==> config.mk <==
export PLATFORM = sky130hd
export DESIGN_NAME = bit_serializer
export DESIGN_NICKNAME = d
export VERILOG_FILES = /design/src/rtl/bit_serializer_pkg.sv /design/src/rtl/bit_serializer.sv
export SDC_FILE = /design/constraint.sdc
export NUM_CORES = 1
export LEC_CHECK = 0
export CORE_ASPECT_RATIO = 1.25
export CORE_MARGIN = 5
export CORE_UTILIZATION = 65
export DETAILED_ROUTE_END_ITERATION = 10
export DONT_BUFFER_PORTS = 1
export PLACE_DENSITY = 0.81
export SLEW_MARGIN = 30
export SYNTH_ARGS = -nofsm -noshare
export SYNTH_HDL_FRONTEND = slang
export SYNTH_SLANG_ARGS = --single-unit
==> constraint.sdc <==
create_clock -name clk -period 3.2 [get_ports clk]
set_clock_uncertainty 0.2 [all_clocks]
set_input_delay 0.96 -clock clk [delete_from_list [all_inputs] [get_ports clk]]
set_output_delay 0.96 -clock clk [all_outputs]
set_load 0.02 [all_outputs]
==> src/rtl/bit_serializer_pkg.sv <==
// Shared definitions for the bit serializer and the blocks around it.
//  - S_IDLE / S_SHIFT : 2-bit FSM state encodings.
//  - DEFAULT_WIDTH    : default word width.
//  - IDLE_LEVEL       : line level while no word is in flight.
package bit_serializer_pkg;

  localparam logic [1:0] S_IDLE  = 2'b00;
  localparam logic [1:0] S_SHIFT = 2'b01;

  localparam int         DEFAULT_WIDTH = 8;
  localparam logic       IDLE_LEVEL    = 1'b1;

endpackage

==> src/rtl/bit_serializer.sv <==
// Parallel-in/serial-out stage. Words arrive on a valid/ready handshake and
// leave one bit per clock on dout. A one-entry holding buffer lets a second
// word be accepted while the first is shifting, so back-to-back words stream
// with no idle gap. The line idles at IDLE_BIT when no word is in flight.
//
// Ports:
//  clk          in   single clock, all state updates on posedge
//  reset        in   synchronous, active-high
//  load_data    in   WIDTH-bit word to serialize
//  load_valid   in   load_data is valid
//  load_ready   out  block can accept a word this cycle
//  dout         out  serial bit
//  dout_valid   out  dout carries a data bit
//  frame_start  out  dout carries the first bit of a word
module bit_serializer
  import bit_serializer_pkg::*;
#(
  parameter int   WIDTH     = DEFAULT_WIDTH,
  parameter bit   MSB_FIRST = 1'b1,
  parameter logic IDLE_BIT  = IDLE_LEVEL
) (
  input  logic             clk,
  input  logic             reset,
  input  logic [WIDTH-1:0] load_data,
  input  logic             load_valid,
  output logic             load_ready,
  output logic             dout,
  output logic             dout_valid,
  output logic             frame_start
);

  localparam int             CW        = $clog2(WIDTH);
  localparam logic [CW-1:0]  LAST      = CW'(WIDTH - 1);
  localparam logic [WIDTH-1:0] IDLE_WORD = {WIDTH{IDLE_BIT}};

  logic [1:0]       state_reg,     state_next;
  logic [CW-1:0]    bit_cnt_reg,   bit_cnt_next;
  logic             hold_full_reg, hold_full_next;
  logic [WIDTH-1:0] hold_reg,      hold_next;
  logic [WIDTH-1:0] shifter_reg,   shifter_next;
  logic [WIDTH-1:0] shifted;
  logic             accept;

  // Reset gates ready so nothing is accepted on a reset edge.
  assign load_ready = !hold_full_reg && !reset;
  assign accept     = load_valid && load_ready;

  // The output end of the shifter depends on bit order; vacated positions
  // refill with IDLE_BIT so an exhausted register already holds idle level.
  generate
    if (MSB_FIRST) begin : g_msb
      assign dout    = shifter_reg[WIDTH-1];
      assign shifted = {shifter_reg[WIDTH-2:0], IDLE_BIT};
    end else begin : g_lsb
      assign dout    = shifter_reg[0];
      assign shifted = {IDLE_BIT, shifter_reg[WIDTH-1:1]};
    end
  endgenerate

  assign dout_valid  = (state_reg == S_SHIFT);
  assign frame_start = (state_reg == S_SHIFT) && (bit_cnt_reg == '0);

  always_comb begin
    state_next     = state_reg;
    bit_cnt_next   = bit_cnt_reg;
    hold_full_next = hold_full_reg;
    hold_next      = hold_reg;
    shifter_next   = shifter_reg;
    case (state_reg)
      S_IDLE: begin
        // Empty pipeline: new word bypasses the hold buffer.
        if (accept) begin
          shifter_next = load_data;
          bit_cnt_next = '0;
          state_next   = S_SHIFT;
        end
      end
      S_SHIFT: begin
        if (bit_cnt_reg == LAST) begin
          if (hold_full_reg) begin
            // ready is low here, so no accept can collide with the reload.
            shifter_next   = hold_reg;
            hold_full_next = 1'b0;
            bit_cnt_next   = '0;
          end else if (accept) begin
            // Word arrives exactly on the last bit: bypass, no gap.
            shifter_next = load_data;
            bit_cnt_next = '0;
          end else begin
            state_next   = S_IDLE;
            shifter_next = IDLE_WORD;
            bit_cnt_next = '0;
          end
        end else begin
          shifter_next = shifted;
          bit_cnt_next = bit_cnt_reg + CW'(1);
          if (accept) begin
            hold_next      = load_data;
            hold_full_next = 1'b1;
          end
        end
      end
      default: begin
        // Unreachable encoding: recover to a clean idle line.
        state_next     = S_IDLE;
        hold_full_next = 1'b0;
        bit_cnt_next   = '0;
        shifter_next   = IDLE_WORD;
      end
    endcase
  end

  always_ff @(posedge clk) begin
    if (reset) begin
      state_reg     <= S_IDLE;
      bit_cnt_reg   <= '0;
      hold_full_reg <= 1'b0;
      hold_reg      <= '0;
      shifter_reg   <= IDLE_WORD;
    end else begin
      state_reg     <= state_next;
      bit_cnt_reg   <= bit_cnt_next;
      hold_full_reg <= hold_full_next;
      hold_reg      <= hold_next;
      shifter_reg   <= shifter_next;
    end
  end

endmodule

After elaboration in Yosys (flattened, before gate mapping)
Cells that the tools add are included.

storage, ports and cells
  bits in read-only memories = 0
  input bits = 11
  bits in latches = 0
  memories kept = 0
  output and inout port bits = 4
  bits in writable memories = 0
  logic and storage cells = 41
  register bits after elaboration = 22

operators by class
  multipliers = 0
  reductions and logical operators = 10
  $add $sub $neg = 1
  magnitude comparators = 0
  shift operators = 0
  bitwise operators = 2
  muxes and demuxes = 16
  equal/unequal tests = 7
  divide/modulo/power cells = 0

operators with widths
  cell                 number
  $mux 8               4
  $pmux 8 s2           1
  $mux 2               4
  $mux 3               2
  $ne 2x2->1 const B   3
  $pmux 3 s2           1
  $pmux 2 s2           1
  $reduce_and 4->1     1
  $add 3x1->3 const B  1
  $eq 3x3->1 const B   1
  $logic_and 1x1->1    3
  $logic_not 3->1      1
  $ne 3x1->1 const B   1
  $reduce_and 3->1     1
  $eq 2x1->1 const B   1
  $logic_not 1->1      2
  $logic_not 2->1      1
  $mux 1               2
  $ne 2x1->1 const B   1
  $not 1->1            2
  $pmux 1 s2           1
  $reduce_and 2->1     1

Logic depth before layout (Yosys ltp)
Gate-level depths: netlist (run 1).

  word-level depth = 7
  depth in mapped cells = 7
  gate-level depth less buffers = 5

Worst setup path before layout (run 1)
OpenSTA, ideal clock, no wires.

  path type = input-to-output
  start = in reset
  end = out load_ready
  data required time = 2040 ps
  cell stages on the path = 3
  arrival = 1566 ps
  slack = 474 ps
  path buffers = 2
  path through = buf_6 > clkbuf_1 > nor2_1

on the way
  word-level cells in the longest chain between the ends = 2

RTL lines
  what               line                  RTL
  start, declared    bit_serializer.sv:23  input logic reset,
  $logic_not 1->1    bit_serializer.sv:45  assign load_ready = !hold_full_reg && !reset;
  $logic_and 1x1->1  bit_serializer.sv:45
  end, declared      bit_serializer.sv:26  output logic load_ready,

No other way between the ends.

Worst setup path after layout (run 1)
Same ends and word-level chain as after synthesis.

==> results.cfg, run 1 <==
[logic_synthesis]
yosys_most_used_dff = dfxtp_1
synth-edff-count = 0
synth.top_cell.area_share = 0.386
synth_top_family_by_area = compound AO/OA/AOI/OAI gates
synth_compound_area_frac = 0.311
ys_ff_latch = 21
synthesis.area_um2 = 1090
synthAdderAreaFrac = 0.0345
synth.top_cells.by_count = dfxtp_1 (21), a21oi_1 (12), nand2_1 (10), nand3_1 (10), nor2_1 (9)
synth_simple_gate_area_frac = 0.185
synth_warnings = 0
synthArstFlopShare = 0
synth_fp_nets = 139
synth_cell_types = 28
synth.area.mux_share = 0
synth_top_cell_by_area = dfxtp_1
yosysMostFrequentCell = dfxtp_1
yosys.area_share.xor_xnor = 0
seq_area_frac_synth = 0.386
synth.avg_cell_area_um2 = 8.71
syn_inst = 125
synthTopCellsByArea = dfxtp_1 (39%), a32oi_1 (6.4%), a2bb2oi_1 (5.6%)

[setup_path]
path_buf_inv = 0
cp_max_fo = 26
crit_cells = 1
slowest_stage = nor2_1
critPathLaunchType = input pin
reg2reg_depth = 5
cp.required_ns = 2.04
critical_path.max_stage_delay_ns = 0.30
crit_type = in2out
critPathTopFamily = simple AND/OR/NAND/NOR gates
worstPathArrival_ns = 1.26
endpoint_kind = output pin
crit_chain = nor2_1

[timing]
maxSlewViolCount = 0
setup_viol = 0
rsz0062_at_grt = false
period_minus_slack_ns = 2.42
worst_pin_slew_ns = 0.657
fmaxAchievable_mhz = 413
finalHoldViolCount = 0
timing.final.crit_share = 0.757
setup-tns-final_ns = 0
relSlewSlack = 0.561

[floorplanning]
dieArea_um2 = 2600
ios = 15
start_util = 0.688
die_y_um = 55.8
die_w_um = 46.6
std_cell_rows = 16
core_area_um2 = 1580

[layout]
syn_to_final_growth_pct = -0.345
fin_nets = 136
diodes = 0
drive_gt1_frac = 0.0744

[place]
port-buffer-count = 0
dp_hpwl_um = 1580
gp_congestion = 0.756

[clock_network]
clkLatencyLatePin_ns = 0.30
ctsResizeCount = 0
path_clk_slew_ns = 0.11
cts-root-buf = clkbuf_4
cts_buffer_depth = 2
hold_buffers = 0
cts_made_buffers = 3
cts_tree = done
clock_sinks = 21
postCtsSetupRepairBufs = 0
cts-htree-levels = 1

[route]
wl_per_cell_um = 16.7
via_count = 918
first_iter_violations = 28
drt_wl_total_um = 2330
ant_nets = 0
dr.pass1.iters = 4
drt_drc_violations_left = 0
via_per_inst = 6.60

[power]
p_per_area_nw_per_um2 = 457
peakVddDrop_v = 0.000358
p_total_uw = 496
p_leak_uw = 0.000378

[global_route]
antenna_found_initial = 0
first_global_vias = 857
grt_max_degree = 27
grt_first_pass_wirelength_um = 3900
overflow = 0
grt_use_total = 0.199

[job]
max_cap_viol_count = 0

[worst_hold_path]
holdPathStages = 2
hold_class = reg2reg

[status]
status = completed
==> report_power, final <==
part | internal [uW] | total [uW] | switching, uW | leakage [uW]
Clock | 48.7 | 127 | 78.8 | 0.0000150
Sequential | 277 | 289 | 11.5 | 0.000172
Combinational | 31.9 | 79.6 | 47.7 | 0.000191
Total | 358 | 496 | 138 | 0.000378
==> metrics by stage <==
| stage | util | instances | hold WS (ns) | instance area, um^2 | setup slack [ns] |
|---|---|---|---|---|---|
| after CTS | 0.686 | 139 | 0.279 | 1080 | 0.771 |
| final | 0.686 | 139 | 0.277 | 1080 | 0.778 |
| after global routing | 0.686 | 139 | 0.307 | 1080 | 0.719 |
| after detailed placement | 0.669 | 135 | 0.263 | 1060 | 0.772 |
| after global placement | 0.669 | 135 | 0.255 | 1060 | 0.779 |
| after floorplan | - | 125 | 0.254 | 1090 | 0.474 |
==> per-layer routing <==
layer,vias up,wire (um),GRT usage
met5,-,0,0
met4,0,36,0.106
met3,4,180,0.0518
met2,30,1080,0.281
met1,422,1020,0.267
li1,462,-,-
==> path summary, 6_finish.rpt <==
kind              slack, ns                     endpoint                         from
setup / recovery       0.78                   load_ready                        reset
setup reg to reg       1.10  shifter_reg[0]$_SDFFE_PP1P_  bit_cnt_reg[1]$_SDFFE_PP0P_
hold reg to reg        0.28     hold_reg[3]$_SDFFE_PP0P_     hold_reg[3]$_SDFFE_PP0P_
hold / removal         0.28     hold_reg[3]$_SDFFE_PP0P_     hold_reg[3]$_SDFFE_PP0P_
==> kinds of logic after synthesis <==
logic type      after synthesis
fa+ha+maj                     3
compound gates               47
simple gates                 39
flops                        21
buf+inv                      15
==> layout make-up <==
class | count | area (um^2)
Sequential cell | 21 | 420
Tap cell | 18 | 22.5
Clock buffer | 4 | 26.3
Multi-Input combinational cell | 89 | 578
Timing Repair Buffer | 3 | 22.5
Inverter | 4 | 15.0
Fill cell | 127 | 497
==> layout by cell type, fill, tap and decap left out <==
master and count:
dfxtp_1 21, a21oi_1 12, nand2_1 10, nand3_1 10, nor2_1 9, a32oi_1 8
o21ai_0 8, o221ai_1 7, a2bb2oi_1 7, inv_1 3, ha_1 3, clkbuf_4 3
buf_4 3, nor2b_1 2, a21o_1 2, nor3b_1 1, clkinv_1 1, or3b_1 1
and2_1 1, a21oi_4 1, nor3b_4 1, nor2_2 1, nor4b_1 1, a221o_1 1
nand2b_1 1, o21ai_1 1, nor3_1 1, clkbuf_1 1
Note: power is estimated with default switching activity, not from simulation.
==> run 2: changes to the inputs <==
Settings changed: CORE_UTILIZATION 65 to 60, PLACE_DENSITY 0.81 to 0.76.
Clock period 3.2 ns to 2.5 ns, I/O delays scaled along.
==> results.cfg, run 2 (synthesis results as in run 1) <==
[status]
status = completed

[floorplanning]
std_cell_rows = 17
ios = 15
die_y_um = 57.6
start_util = 0.624
core_area_um2 = 1740
die_w_um = 48.1
dieArea_um2 = 2770

[timing]
timing.final.crit_share = 0.876
setup_viol = 0
period_minus_slack_ns = 2.19
setup-tns-final_ns = 0
rsz0062_at_grt = false
finalHoldViolCount = 0
worst_pin_slew_ns = 0.625
fmaxAchievable_mhz = 457
relSlewSlack = 0.583
maxSlewViolCount = 0

[job]
max_cap_viol_count = 0

[place]
dp_hpwl_um = 1660
gp_congestion = 0.776
port-buffer-count = 0

[setup_path]
critPathLaunchType = register
endpoint_kind = output pin
reg2reg_depth = 5
cp_max_fo = 3
crit_type = reg2out
cp.required_ns = 1.55
worstPathArrival_ns = 1.24

[global_route]
first_global_vias = 881
grt_first_pass_wirelength_um = 4000
grt_max_degree = 27
overflow = 0
grt_use_total = 0.197
antenna_found_initial = 0

[clock_network]
cts_buffer_depth = 2
clkLatencyLatePin_ns = 0.31
cts_tree = done
cts-htree-levels = 1
clock_sinks = 21
ctsResizeCount = 0
cts-root-buf = clkbuf_4
hold_buffers = 0
path_clk_slew_ns = 0.11
cts_made_buffers = 3
postCtsSetupRepairBufs = 0

[power]
p_per_area_nw_per_um2 = 586
p_total_uw = 636
p_leak_uw = 0.000378
peakVddDrop_v = 0.000336

[worst_hold_path]
holdPathStages = 2
hold_class = reg2reg

[layout]
syn_to_final_growth_pct = -0.230
diodes = 0
fin_nets = 136
final_common_cell = dfxtp_1
drive_gt1_frac = 0.0744
utilization = 0.623
mostFrequentLayoutCells = dfxtp_1 (21), a21oi_1 (12), nand2_1 (10), nand3_1 (10), nor2_1 (9)

[route]
ant_nets = 0
first_iter_violations = 23
via_count = 936
wl_per_cell_um = 16.8
via_per_inst = 6.69
dr.pass1.iters = 4
drt_drc_violations_left = 0
drt_wl_total_um = 2350
==> run 2: worst paths after layout <==
path	startpoint	endpoint	slack (ns)
hold reg to reg	hold_reg[7]$_SDFFE_PP0P_	hold_reg[7]$_SDFFE_PP0P_	0.28
hold / removal	hold_reg[7]$_SDFFE_PP0P_	hold_reg[7]$_SDFFE_PP0P_	0.28
setup / recovery	bit_cnt_reg[0]$_SDFFE_PP0P_	frame_start	0.31
setup reg to reg	bit_cnt_reg[0]$_SDFFE_PP0P_	shifter_reg[0]$_SDFFE_PP1P_	0.44
==> run 2: report_power, final <==
group	switching (uW)	internal, uW
clock	104	62.3
combinational	60.0	40.8
sequential	14.6	355
==> run 2: stage by stage <==
step / worst slack (ns) / cells / cell area, um^2 / hold slack, ns
final: 0.310 / 140 / 1090 / 0.281
after global routing: 0.229 / 140 / 1090 / 0.259
after CTS: 0.301 / 140 / 1090 / 0.280
after detailed placement: 0.299 / 136 / 1060 / 0.263
after global placement: 0.339 / 136 / 1060 / 0.258
after floorplan: 0.0854 / 125 / 1090 / 0.254
==> run 2: area by class of cell <==
| cell class | instances | area, um^2 |
|---|---|---|
| fill | 154 | 658 |
| multi-input combinational | 89 | 578 |
| sequential | 21 | 420 |
| clock buffer | 4 | 26.3 |
| tap | 19 | 23.8 |
| timing repair buffer | 3 | 22.5 |
| inverter | 4 | 15.0 |
==> run 2: worst max-delay path: stages, from the launching register on <==
cell     delay [ns]
dfxtp_1        0.38
inv_1          0.07
ha_1           0.20
nor3b_1        0.13
buf_4          0.15
==> run 2: metal layers <==
metal | share of wire | GRT usage | up-vias
met4 | 0.022 | 0.0923 | 0
met3 | 0.071 | 0.0404 | 4
met2 | 0.49 | 0.297 | 26
met1 | 0.42 | 0.260 | 448
li1 | - | - | 458
met5 | 0 | 0 | -
==> run 3: changes to the inputs <==
Settings changed: CORE_UTILIZATION 60 to 65, PLACE_DENSITY 0.76 to 0.81.
Clock period 2.5 ns to 2.6 ns, I/O delays scaled along.
==> results.cfg, run 3 (synthesis results as in run 1) <==
[timing]
setup-tns-final_ns = 0
timing.final.crit_share = 0.849
relSlewSlack = 0.564
finalHoldViolCount = 0
maxSlewViolCount = 0
worst_pin_slew_ns = 0.652
setup_viol = 0
fmaxAchievable_mhz = 453
period_minus_slack_ns = 2.21
hold-worst-slack_ns = 0.277
rsz0062_at_grt = false

[clock_network]
clkLatencyLatePin_ns = 0.30
cts_buffer_depth = 2
clock_sinks = 21
ctsResizeCount = 0
path_clk_slew_ns = 0.11
cts_tree = done
hold_buffers = 0
postCtsSetupRepairBufs = 0
cts-htree-levels = 1
cts_made_buffers = 3
cts-root-buf = clkbuf_4

[floorplanning]
die_y_um = 55.8
ios = 15
dieArea_um2 = 2600
start_util = 0.688
std_cell_rows = 16
die_w_um = 46.6
core_area_um2 = 1580

[worst_hold_path]
hold-path-endpoint = hold_reg[0]$_SDFFE_PP0P_
hold_class = reg2reg
holdPathStages = 2
min_from = hold_reg[0]$_SDFFE_PP0P_

[global_route]
grt_max_degree = 27
busiest_layer = met2
met1_usage = 0.279
overflow = 0
antenna_found_initial = 0
grtUsageMet3 = 0.0356
grt_first_pass_wirelength_um = 4080
first_global_vias = 921
grt_use_total = 0.203
met2_usage = 0.297

[power]
p_leak_uw = 0.000378
comb_power_share = 0.162
p_seq_frac = 0.586
p_clk_frac = 0.252
p_int_uw = 440
p_per_area_nw_per_um2 = 559
peakVddDrop_v = 0.000389
power.switching_uw = 166
swShare = 0.274

[route]
via_count = 910
drt_drc_violations_left = 0
first_iter_violations = 20
wl_per_cell_um = 17.0
dr.pass1.iters = 4
ant_nets = 0
drt_wl_total_um = 2360
via_per_inst = 6.55

[place]
gp_congestion = 0.782
dp_cells = 135
dp_hpwl_um = 1620
port-buffer-count = 0

[layout]
fin_nets = 136
utilization = 0.686
diodes = 0
drive_gt1_frac = 0.0744
syn_to_final_growth_pct = -0.345
final_common_cell = dfxtp_1
final-instance-count-excl-fill = 139
mostFrequentLayoutCells = dfxtp_1 (21), a21oi_1 (12), nand2_1 (10), nand3_1 (10), nor2_1 (9)

[setup_path]
reg2reg_depth = 5
slowest_stage = dfxtp_1
crit_chain = inv_1 > buf_4 > nor3b_1 > buf_4
regToRegStartpoint = bit_cnt_reg[0]$_SDFFE_PP0P_
crit_type = reg2out
cp_max_fo = 13
critPathLaunchType = register
regToRegSetupSlack_ns = 0.50
rr_endpoint = shifter_reg[0]$_SDFFE_PP1P_
cpMostUsedCell = buf_4
worstPathArrival_ns = 1.23
critical_path.max_stage_delay_ns = 0.34
cp.required_ns = 1.62
endpoint_kind = output pin

[status]
status = completed

[job]
max_cap_viol_count = 0
-- run 3: layer usage --
layer / wire, um / share of wire
met5: 0 / 0
met2: 1220 / 0.52
met3: 117 / 0.050
met4: 12 / 0.0051
met1: 1010 / 0.43
-- run 3: worst max path at each step --
stage / startpoint / to / slack [ns] / cells after the start
2_1_floorplan: state_reg[0]$_SDFFE_PP0P_ / frame_start / 0.16 / 3
3_3_place_gp: reset / shifter_reg[3]$_SDFFE_PP1P_ / 0.41 / 3
3_5_place_dp: reset / shifter_reg[7]$_SDFFE_PP1P_ / 0.37 / 3
4_1_cts: state_reg[0]$_SDFFE_PP0P_ / frame_start / 0.38 / 4
5_1_grt: state_reg[0]$_SDFFE_PP0P_ / frame_start / 0.30 / 4
6_report: state_reg[0]$_SDFFE_PP0P_ / frame_start / 0.39 / 4
-- run 3: power groups by stage --
stage	Clock (uW)	Sequential (uW)	Combinational, uW
final	153	355	98.1
after detailed placement	0	362	97.9
after global routing	170	358	109
after floorplan	0	361	88.9
after global placement	0	362	94.8
after CTS	158	355	97.9
-- run 3: final cells by class --
class | instances | area (um^2)
well taps | 18 | 22.5
clock buffers | 4 | 26.3
fillers | 128 | 497
flip-flops and latches | 21 | 420
repair buffers | 3 | 22.5
multi-input cells | 89 | 578
inverters | 4 | 15.0
-- run 3: worst max-delay path, delay by kind of cell, from the launching register on --
kind,cells,cell delay [ns]
flops,1,0.34
simple gates,1,0.20
buf+inv,3,0.39
-- run 3: metrics by stage --
stage	setup WS, ns	total power (uW)	cell area, um^2
2_1_floorplan	0.155	450	1090
3_3_place_gp	0.411	457	1060
3_5_place_dp	0.369	460	1060
4_1_cts	0.381	611	1080
5_1_grt	0.298	637	1080
6_report	0.393	606	1080
